--- config.mk ---
export PLATFORM = sky130hd
export DESIGN_NAME = collect_data_flat
export DESIGN_NICKNAME = d
export VERILOG_FILES = /design/src/rtl/collect_data_if.sv /design/src/rtl/collect_data.sv /design/src/flat_wrapper.sv
export SDC_FILE = /design/constraint.sdc
export NUM_CORES = 1
export LEC_CHECK = 0
export CORE_UTILIZATION = 45
export CTS_CLUSTER_SIZE = 20
export DETAILED_ROUTE_END_ITERATION = 16
export PLACE_DENSITY = 0.72
export SLEW_MARGIN = 5
export SYNTH_ARGS = -nofsm -noshare
export SYNTH_HDL_FRONTEND = slang
export SYNTH_SLANG_ARGS = --single-unit
export TNS_END_PERCENT = 100
--- constraint.sdc ---
create_clock -name clk -period 7.51 [get_ports clk]
set_input_delay 1.8775 -clock clk [delete_from_list [all_inputs] [get_ports clk]]
set_output_delay 1.8775 -clock clk [all_outputs]
set_load 0.05 [all_outputs]
--- src/rtl/collect_data_if.sv ---
// Handshake bundle between a word-stream producer and the collect_data vector packer.
// The flush signal exists only when COLLECT_FLUSH_EN is defined.
interface collect_data_if #(
   parameter int unsigned NUM_WORDS = 10,
   parameter int unsigned WORD_W    = 16
);
   logic [WORD_W-1:0]           data_in;
   logic                        in_valid;
   logic                        in_ready;
   logic [NUM_WORDS*WORD_W-1:0] vec_out;
   logic                        vec_valid;
   logic                        vec_ready;
   logic [3:0]                  word_count;
`ifdef COLLECT_FLUSH_EN
   logic                        flush;

   modport slave (
      input  data_in, in_valid, vec_ready, flush,
      output in_ready, vec_out, vec_valid, word_count
   );
   modport master (
      output data_in, in_valid, vec_ready, flush,
      input  in_ready, vec_out, vec_valid, word_count
   );
`else
   modport slave (
      input  data_in, in_valid, vec_ready,
      output in_ready, vec_out, vec_valid, word_count
   );
   modport master (
      output data_in, in_valid, vec_ready,
      input  in_ready, vec_out, vec_valid, word_count
   );
`endif
endinterface

--- src/rtl/collect_data.sv ---
// Packs NUM_WORDS incoming words into one vector (word k at bits [16k+15:16k]) and holds it
// until consumed. Defining COLLECT_FLUSH_EN adds a flush input that emits a zero-filled partial.
module collect_data #(
   parameter int unsigned NUM_WORDS = 10,
   parameter int unsigned WORD_W    = 16
) (
   input logic            clk,
   input logic            rst,
   collect_data_if.slave  bus
);

   typedef enum logic {StFill, StHold} state_e;

   state_e                      state_q, state_d;
   logic [3:0]                  count_q, count_d;
   logic [NUM_WORDS*WORD_W-1:0] vec_q, vec_d;
   logic                        accept;

   assign accept = (state_q == StFill) && bus.in_valid;

   always_ff @(posedge clk or posedge rst) begin
      if (rst) begin
         state_q <= StFill;
         count_q <= '0;
         vec_q   <= '0;
      end else begin
         state_q <= state_d;
         count_q <= count_d;
         vec_q   <= vec_d;
      end
   end

   always_comb begin
      state_d = state_q;
      count_d = count_q;
      vec_d   = vec_q;
      unique case (state_q)
         StFill: begin
            if (accept) begin
               vec_d[32'(count_q)*WORD_W +: WORD_W] = bus.data_in;
               count_d = count_q + 4'd1;
               if (count_q == 4'(NUM_WORDS - 1)) begin
                  state_d = StHold;
               end
            end
`ifdef COLLECT_FLUSH_EN
            // An accepted word on the flush edge is kept; zero-fill covers only the lanes after it.
            if (bus.flush && (count_q != 4'd0)) begin
               for (int unsigned i = 0; i < NUM_WORDS; i++) begin
                  if (i >= 32'(count_d)) begin
                     vec_d[i*WORD_W +: WORD_W] = '0;
                  end
               end
               state_d = StHold;
            end
`endif
         end
         StHold: begin
            if (bus.vec_ready) begin
               state_d = StFill;
               count_d = '0;
            end
         end
         default: begin
            state_d = StFill;
         end
      endcase
   end

   // Outputs are decoded from registered state only.
   assign bus.in_ready   = (state_q == StFill);
   assign bus.vec_valid  = (state_q == StHold);
   assign bus.word_count = count_q;
   assign bus.vec_out    = vec_q;

endmodule

--- src/flat_wrapper.sv ---
// flat-port wrapper written by rule: the top's interface ports become plain ports
module collect_data_flat 
#(
   parameter int unsigned NUM_WORDS = 10,
   parameter int unsigned WORD_W    = 16
)
  (clk, rst, bus_data_in, bus_in_valid, bus_vec_ready, bus_in_ready, bus_vec_out, bus_vec_valid, bus_word_count);
  collect_data_if #(.NUM_WORDS(NUM_WORDS), .WORD_W(WORD_W)) bus_i ();
  input logic clk;
  input logic rst;
  input wire logic [$bits(bus_i.data_in)-1:0] bus_data_in;
  input wire logic [$bits(bus_i.in_valid)-1:0] bus_in_valid;
  input wire logic [$bits(bus_i.vec_ready)-1:0] bus_vec_ready;
  output wire logic [$bits(bus_i.in_ready)-1:0] bus_in_ready;
  output wire logic [$bits(bus_i.vec_out)-1:0] bus_vec_out;
  output wire logic [$bits(bus_i.vec_valid)-1:0] bus_vec_valid;
  output wire logic [$bits(bus_i.word_count)-1:0] bus_word_count;
  assign bus_i.data_in = bus_data_in;
  assign bus_i.in_valid = bus_in_valid;
  assign bus_i.vec_ready = bus_vec_ready;
  assign bus_in_ready = bus_i.in_ready;
  assign bus_vec_out = bus_i.vec_out;
  assign bus_vec_valid = bus_i.vec_valid;
  assign bus_word_count = bus_i.word_count;
  collect_data #(.NUM_WORDS(NUM_WORDS), .WORD_W(WORD_W)) u_core (.clk(clk), .rst(rst), .bus(bus_i));
endmodule
==> out/qor.yml, run 1 <==
status: "finished clean"
ys_seq_area_share_pct: 58.8
maxCapViolCount: 0
fin_skew_ns: 0.00742
ys.flop_type: "dfrtp_1"
min-delay-path-class: "reg -> reg"
dp_cells: 845
cts_resized: 0
peakVddDrop_v: 0.000264
crit_path_start_kind: "primary input"
setup_viol: 0
dr_total_vias: 4816
row_count: 45
drc: 0
slew_headroom_pct: 24.0
p_total_mw: 4.59
power.leakage_nw: 4.73
fin_nets: 700
syn2layout_area_growth_pct: 36.3
cts_buffers: 17
grt_max_degree: 109
grt.met2_usage_pct: 36.8
via_per_inst: 5.50
synth.top_cell.area_share_pct: 58.8
grtUsageTotal_pct: 22.9
clk_path_buf_depth: 2
end_kind: "register"
synth_nets: 521
synth.area.top_cells: "dfrtp_1 59%, mux2_2 17%, and4_1 3.7%"
antenna_found_initial: 0
grt_pass1_wl_um: 27900
yosys.cell_types.count: 39
final_cell_area_sq_um: 9580
worstPathMaxFanout: 36
ios: 186
place_hpwl_um: 11900
rsz0062_at_grt: "no"
clk_latency_ns: 0.42
wire_per_inst_um: 19.9
period_minus_slack_ns: 4.41
met1_usage_pct: 29.3
busiest_layer: "met2"
tns_ns: 0
diodes: 0
pre_cts_ws_ns: 2.66
grt_pass1_vias: 5014
worstReg2RegStart: "u_core.bus.word_count[0]"
reg2reg_depth: 6
die_area_sq_um: 16100
clock.fmax_mhz: 227
final_antenna_net_count: 0
path_class: "in -> reg"
postPlaceCellArea_sq_um: 9000
clock-root-buffer: "clkbuf_16"
drt_iter0_markers: 238
finalWeightedCongestion: 0.784
worstMarginPinSlew_ns: 1.13
setup_ws_ns: 3.10
post-cts-setup-buffer-count: 0
grt_use_met3_pct: 6.83
instances_no_fill: 876
initial_core_util_pct: 46.2
cts.sink_count: 165
syn_avg_cell_area_sq_um: 14.1
r2r-end: "u_core.bus.vec_out[106]"
arrival_ns: 4.72
period_share_pct: 58.7
cts_tree: "yes"
hold_slack_ns: 0.479
drt-total-wl_um: 17500
slew_viol_final: 0
syn_inst: 497
place.port_buffers: 185
hold_violations: 0
first_pass_iters: 4
core_sq_um: 15200
rrSetupSlack_ns: 3.93
synth_edf_count: 0
cts.clk_slew.worst_paths_ns: 0.06
grt-ovfl-total: 0
ys_ff_latch: 165
cts_hold_buf: 0
ys_warn_count: 0
hold_start: "u_core.bus.vec_out[80]"
powerDensity_nw_per_um2: 479
utilization_pct: 63.0
fp.dieH_um: 127
synthArstFlopShare_pct: 100
yosys.area.top_type: "dfrtp_1"
crit_required_ns: 7.82
worstHoldPathCells: 1
whs_endpoint: "u_core.bus.vec_out[80]"
syn_area_sq_um: 7030
die_x_um: 127
htreeDepth: 4
drive_gt1_share_pct: 24.4
## cell usage in the layout, fill, tap and decap left out, types with 2 or more instances in the layout
cell type        synthesis  routed
a21bo_2                  3       3
a21o_1                  29      29
a22o_1                   2       2
and2_1                  17      17
and3_1                  35      35
and4_1                  30      30
buf_4                    2       4
bufinv_16                0       2
clkbuf_1                16       2
clkbuf_16                0      17
clkbuf_8                 0       3
clkdlybuf4s50_1          0     185
clkinv_2                 0       4
clkinvlp_4               0       3
dfrtp_1                165     165
ha_1                     4       4
inv_1                    7       6
mux2_1                  10      10
mux2_2                 108     108
mux2_4                  10      10
nand2_1                  7       7
nand2_2                  4       4
nand2b_1                 5       5
nand4_1                  3       3
nor2_1                   4       4
nor3_1                   4       4
nor3b_2                  1       2
o21ai_0                  5       5
## cells in the mapped netlist (2+ instances only)
cell type	n
ha_1	4
and2_1	17
inv_1	7
dfrtp_1	165
buf_4	2
a21o_1	29
nor2_1	4
nand4_1	3
mux2_1	10
nand2_2	4
nor3_1	4
mux2_4	10
a21bo_2	3
a22o_1	2
buf_6	4
nand2_1	7
clkbuf_1	16
o21ai_0	5
and3_1	35
and4_1	30
nand2b_1	5
mux2_2	108
buf_2	7
## layer usage
metal / wire, um / part of all wire, % / vias to the layer above
met3: 1160 / 6.6 / 24
met1: 7660 / 44 / 2480
met5: 0 / 0 / -
met4: 298 / 1.7 / 0
li1: - / - / 2157
met2: 8340 / 48 / 155
## state kept, by name, indices dropped and copies added, names as in the netlist
signal                 cells
u_core.bus.word_count      4
u_core.bus.vec_out       160
u_core.bus.vec_valid       1
## critical path: stages
cell and delay, ns:
clkdlybuf4s50_1 0.52, nand2b_1 0.15, a211oi_4 0.95, and3_1 0.80
mux2_2 0.41
## worst max path at each step
| stage | to | slack (ns) | startpoint |
|---|---|---|---|
| floorplan | u_core.bus.vec_out[0] | 1.17 | rst |
| global placement | u_core.bus.vec_out[107] | 2.78 | bus_in_valid |
| detailed placement | u_core.bus.vec_out[106] | 2.66 | bus_in_valid |
| CTS | u_core.bus.vec_out[106] | 3.10 | bus_in_valid |
| global route | u_core.bus.vec_out[106] | 2.86 | bus_in_valid |
| finish | u_core.bus.vec_out[106] | 3.10 | bus_in_valid |
## cell families (layout without fill, tap and decap cells)
kind of cell               Yosys count  in the layout  synth area share [%]
buffers and inverters               36            227                  2.58
and+or+nand+nor                    118            118                  11.5
muxes                              128            128                  21.0
DFF                                165            165                  58.8
adders and majority gates            4              4                 0.712
xor gates and xnor gates             1              1                 0.232
AOI/OAI and AO/OA                   45             45                  5.18
## power by group
group	switching (mW)	internal [mW]	leakage (nW)
combinational	1.55	0.829	2.23
sequential	0.183	1.17	2.21
clock	0.337	0.511	0.278
total	2.07	2.51	4.73
## area by class of cell
cell class	count	area (sq um)
multi-input cells	296	2730
repair buffers	189	1880
clock inverters	9	103
clock buffers	22	474
inverters	7	31.3
well taps	188	235
fillers	1150	5620
flip-flops and latches	165	4130
Power figures use the tool's default switching activity.
==> run 2, diff against run 1 <==
--- a/config.mk
+++ b/config.mk
@@ -5,10 +5,10 @@
 export SDC_FILE = /design/constraint.sdc
 export NUM_CORES = 1
 export LEC_CHECK = 0
-export CORE_UTILIZATION = 45
+export CORE_UTILIZATION = 44
 export CTS_CLUSTER_SIZE = 20
 export DETAILED_ROUTE_END_ITERATION = 16
-export PLACE_DENSITY = 0.72
+export PLACE_DENSITY = 0.73
 export SLEW_MARGIN = 5
 export SYNTH_ARGS = -nofsm -noshare
 export SYNTH_HDL_FRONTEND = slang
==> constraint.sdc (replaced) <==
create_clock -name clk -period 3.85 [get_ports clk]
set_input_delay 0.9625 -clock clk [delete_from_list [all_inputs] [get_ports clk]]
set_output_delay 0.9625 -clock clk [all_outputs]
set_load 0.05 [all_outputs]
==> run 2 against run 1 <==
  * Wire length up 4.3%
  * Count of clock-buffer cells in the layout grew 1
  * Largest cell class unchanged
  * Hold slack worse by 0.0052 ns
  * Sequential power is 96% higher
  * Via count rose by 1.5%
==> out/qor.yml, run 2 (same netlist as run 1, synthesis figures left out) <==
ios: 186
tns_ns: 0
initial_core_util_pct: 45.7
grt_pass1_vias: 5005
htreeDepth: 4
drive_gt1_share_pct: 25.0
status: "finished clean"
first_pass_iters: 4
r2r-end: "u_core.bus.vec_out[150]"
hold_start: "u_core.bus.vec_out[119]"
slew_headroom_pct: 38.2
arrival_ns: 2.00
cts_tree: "yes"
powerDensity_nw_per_um2: 937
critPathSlowestCell: "clkdlybuf4s50_1"
final_cell_mix: "185 x clkdlybuf4s50_1, 165 x dfrtp_1, 108 x mux2_2"
postPlaceCellArea_sq_um: 9100
reg2reg_depth: 6
clock-root-buffer: "clkbuf_16"
crit_path_start_kind: "register"
antenna_found_initial: 0
hold_violations: 0
setup_viol: 0
clk_latency_ns: 0.43
core_sq_um: 15400
final_antenna_net_count: 0
clock.fmax_mhz: 337
worstPathMaxFanout: 14
maxCapViolCount: 0
dr_total_vias: 4889
grt_max_degree: 166
fin_nets: 707
fp.dieH_um: 128
syn2layout_area_growth_pct: 38.0
crit_cells: 1
wire_per_inst_um: 20.1
cts_buffers: 17
cts.clk_slew.worst_paths_ns: 0.06
rsz0062_at_grt: "no"
drt_iter0_markers: 329
die_area_sq_um: 16500
final_cell_area_sq_um: 9700
path_class: "reg -> out"
worst-path-buf-inv: 1
period_share_pct: 77.0
cts_resized: 0
place_hpwl_um: 12100
worstHoldPathCells: 1
fin_skew_ns: 0.0111
period_minus_slack_ns: 2.97
diodes: 0
critPathMaxStageDelay_ns: 0.92
worstMarginPinSlew_ns: 0.927
drc: 0
mostFrequentLayoutCell: "clkdlybuf4s50_1"
min-delay-path-class: "reg -> reg"
crit_start: "u_core.bus.word_count[0]"
clk_path_buf_depth: 2
whs_endpoint: "u_core.bus.vec_out[119]"
finalWeightedCongestion: 0.819
rrSetupSlack_ns: 0.94
end_kind: "output port"
peakVddDrop_v: 0.000556
power.leakage_nw: 4.77
crit_required_ns: 2.89
via_per_inst: 5.40
worstReg2RegStart: "u_core.bus.word_count[0]"
grtUsageTotal_pct: 23.1
drt-total-wl_um: 18200
cts.sink_count: 165
row_count: 45
worstPathCellList: "clkdlybuf4s50_1"
die_x_um: 128
slew_viol_final: 0
crit_family: "buffers and inverters"
cts_hold_buf: 0
place.port_buffers: 185
largest_reg_flops: 160
grt-ovfl-total: 0
grt_pass1_wl_um: 28300
post-cts-setup-buffer-count: 0
==> run 2: cell types whose count changed in the layout (fill, tap and decap cells not counted) <==
cell / previous run / this run
buf_4: 4 / 10
clkinv_2: 4 / 2
buf_12: 0 / 1
bufinv_16: 2 / 3
clkbuf_1: 2 / 3
clkinv_4: 0 / 1
inv_6: 1 / 0
==> run 2: how the worst max path moves through the flow <==
stage                                         end  slack (ns)
after global placement     u_core.bus.vec_out[81]        0.87
after floorplan             u_core.bus.vec_out[0]        0.79
after CTS                       bus_word_count[0]        0.87
after global routing      u_core.bus.vec_out[150]        0.71
after detailed placement   u_core.bus.vec_out[90]        0.76
final                           bus_word_count[0]        0.88
==> run 2: through the flow <==
stage	worst slack (ns)	hold slack [ns]	utilization [%]	cells	power [mW]
after floorplan	0.789	0.804	-	497	5.80
after global placement	0.868	0.465	59.2	875	7.28
after detailed placement	0.759	0.465	59.2	875	7.38
after CTS	0.869	0.478	63.1	906	9.14
after global routing	0.713	0.493	63.1	906	9.46
final	0.885	0.474	63.1	906	9.09
==> run 2: layout make-up <==
type | instances | area [sq um]
Fill cell | 1191 | 5670
Sequential cell | 165 | 4130
Multi-Input combinational cell | 296 | 2730
Timing Repair Buffer | 196 | 1950
Clock buffer | 23 | 478
Tap cell | 211 | 264
Clock inverter | 8 | 124
Inverter | 7 | 30.0
==> run 2: report_power, final <==
| part | internal [mW] | switching, mW | total [mW] |
|---|---|---|---|
| Sequential | 2.29 | 0.373 | 2.66 |
| Clock | 1.07 | 0.663 | 1.73 |
| Combinational | 1.64 | 3.05 | 4.69 |
| Total | 5.00 | 4.09 | 9.09 |
==> run 2: metal layers <==
layer	wire length [um]	GRT usage, %	up-vias
met4	256	7.96	0
li1	-	-	2169
met5	0	0	-
met3	1180	6.20	18
met2	8600	36.2	159
met1	8170	31.2	2543
==> run 3, diff against run 2 <==
==> constraint.sdc (replaced) <==
create_clock -name clk -period 2.4 [get_ports clk]
set_input_delay 0.6 -clock clk [delete_from_list [all_inputs] [get_ports clk]]
set_output_delay 0.6 -clock clk [all_outputs]
set_load 0.05 [all_outputs]
==> run 3 against run 2 <==
  * Utilization grew 1.9 points
  * Sequential power rose by 58%
  * Global-route usage up 0.38 points
  * Via count rose by 0.88%
  * Combinational power increased by 68%
  * Clock power increased by 64%
  * Critical path depth is 1 higher
  * Wire length is 1.2% higher
  * Largest cell class unchanged
==> out/qor.yml, run 3 (same netlist as run 1, synthesis figures left out) <==
final_cell_mix: "180 x clkdlybuf4s50_1, 165 x dfrtp_1, 108 x mux2_2"
via_per_inst: 5.31
wire_per_inst_um: 19.8
clock.fmax_mhz: 426
grt_max_degree: 56
rsz0062_at_grt: "no"
crit_cells: 2
fin_nets: 729
end_kind: "output port"
postPlaceCellArea_sq_um: 9360
initial_core_util_pct: 45.7
cts.clk_slew.worst_paths_ns: 0.06
critPathMaxStageDelay_ns: 0.83
top_layer_used: "met4"
seqPwrFrac_pct: 28.2
period_share_pct: 97.8
cts_hold_buf: 0
slew_viol_final: 0
post-cts-setup-buffer-count: 0
grtUsageTotal_pct: 23.5
p_switching_mw: 6.63
crit_path_start_kind: "register"
drt_iter0_markers: 188
clk_path_buf_depth: 2
period_minus_slack_ns: 2.35
tns_ns: 0
final_cell_area_sq_um: 9990
drt-met1-wl_um: 7930
fill_cells: 1129
switching_share_pct: 44.5
p_total_mw: 14.9
dr_total_vias: 4932
maxCapViolCount: 0
grt_pass1_wl_um: 29000
antenna_found_initial: 0
htreeDepth: 4
wl_met2_um: 9000
clk_latency_ns: 0.42
grt-ovfl-total: 0
path_class: "reg -> out"
reg2reg_depth: 6
setup_viol: 0
status: "finished clean"
place_hpwl_um: 12700
cts_buffers: 17
intPower_mw: 8.27
die_area_sq_um: 16500
worstPathCellList: "buf_4 -> clkdlybuf4s50_1"
worstHoldPathCells: 1
peakVddDrop_v: 0.000814
final_antenna_net_count: 0
clock-root-buffer: "clkbuf_16"
fp.dieH_um: 128
crit_required_ns: 1.80
fin_skew_ns: 0.00908
grt_pass1_vias: 5271
p_clk_share_pct: 19.0
core_sq_um: 15400
mostFrequentLayoutCell: "clkdlybuf4s50_1"
place.port_buffers: 185
worstPathMaxFanout: 7
first_pass_iters: 4
worstMarginPinSlew_ns: 0.675
wl_met3_um: 1360
comb_power_share_pct: 52.8
min-delay-path-class: "reg -> reg"
drc: 0
cts_tree: "yes"
powerDensity_nw_per_um2: 1490
arrival_ns: 1.75
drive_gt1_share_pct: 27.7
critPathSlowestCell: "clkdlybuf4s50_1"
drt-total-wl_um: 18400
finalWeightedCongestion: 0.858
worst-path-buf-inv: 2
cts.sink_count: 165
crit_family: "buffers and inverters"
ios: 186
syn2layout_area_growth_pct: 42.2
largest_reg_flops: 160
hold_violations: 0
diodes: 0
power.leakage_nw: 4.97
die_x_um: 128
row_count: 45
slew_headroom_pct: 54.8
## run 3: timing repair
| action | CTS | global route |
|---|---|---|
| gates resized for setup | 2 | 4 |
| endpoints found under the setup margin | 2 | 23 |
| hold endpoints to repair | 0 | 0 |
## run 3: path summary, 6_finish.rpt
kind / start / end / slack, ns
max: u_core.bus.word_count[3] / bus_word_count[3] / 0.05
min: u_core.bus.vec_out[125] / u_core.bus.vec_out[125] / 0.48
min reg2reg: u_core.bus.vec_out[125] / u_core.bus.vec_out[125] / 0.48
max in group asynchronous: rst / u_core.bus.vec_out[48] / 1.17
max reg2reg: u_core.bus.word_count[0] / u_core.bus.vec_out[143] / 0.15
min in group asynchronous: rst / u_core.bus.vec_out[87] / 0.53
## run 3: through the flow
stage / worst slack, ns / instances / hold slack [ns] / util [%]
floorplan: -0.349 / 497 / 0.750 / -
global placement: 0.0161 / 897 / 0.462 / 60.9
detailed placement: -0.0497 / 897 / 0.466 / 60.9
CTS: 0.00376 / 929 / 0.479 / 64.9
global route: 0.00248 / 929 / 0.487 / 65.0
finish: 0.0540 / 929 / 0.475 / 65.0
## run 3: routing by layer
metal,global-route usage (%),vias up
met5,0,-
met2,38.3,163
met1,30.6,2537
li1,-,2218
met4,5.47,0
met3,7.57,14
## run 3: power groups by stage
stage,Sequential [mW],Clock [mW],Combinational [mW]
floorplan,7.28,0,2.02
global placement,4.19,0,7.71
detailed placement,4.23,0,7.84
CTS,4.20,2.87,7.86
global route,4.29,3.00,8.21
finish,4.20,2.83,7.87
## run 3: cell type report
| class | instances | area [sq um] | area share, % |
|---|---|---|---|
| sequential | 165 | 4130 | 41.3 |
| tap | 211 | 264 | 2.64 |
| multi-input combinational | 296 | 2740 | 27.4 |
| clock inverter | 7 | 116 | 1.16 |
| clock buffer | 25 | 505 | 5.06 |
| timing repair buffer | 218 | 2210 | 22.1 |
| inverter | 7 | 30.0 | 0.300 |
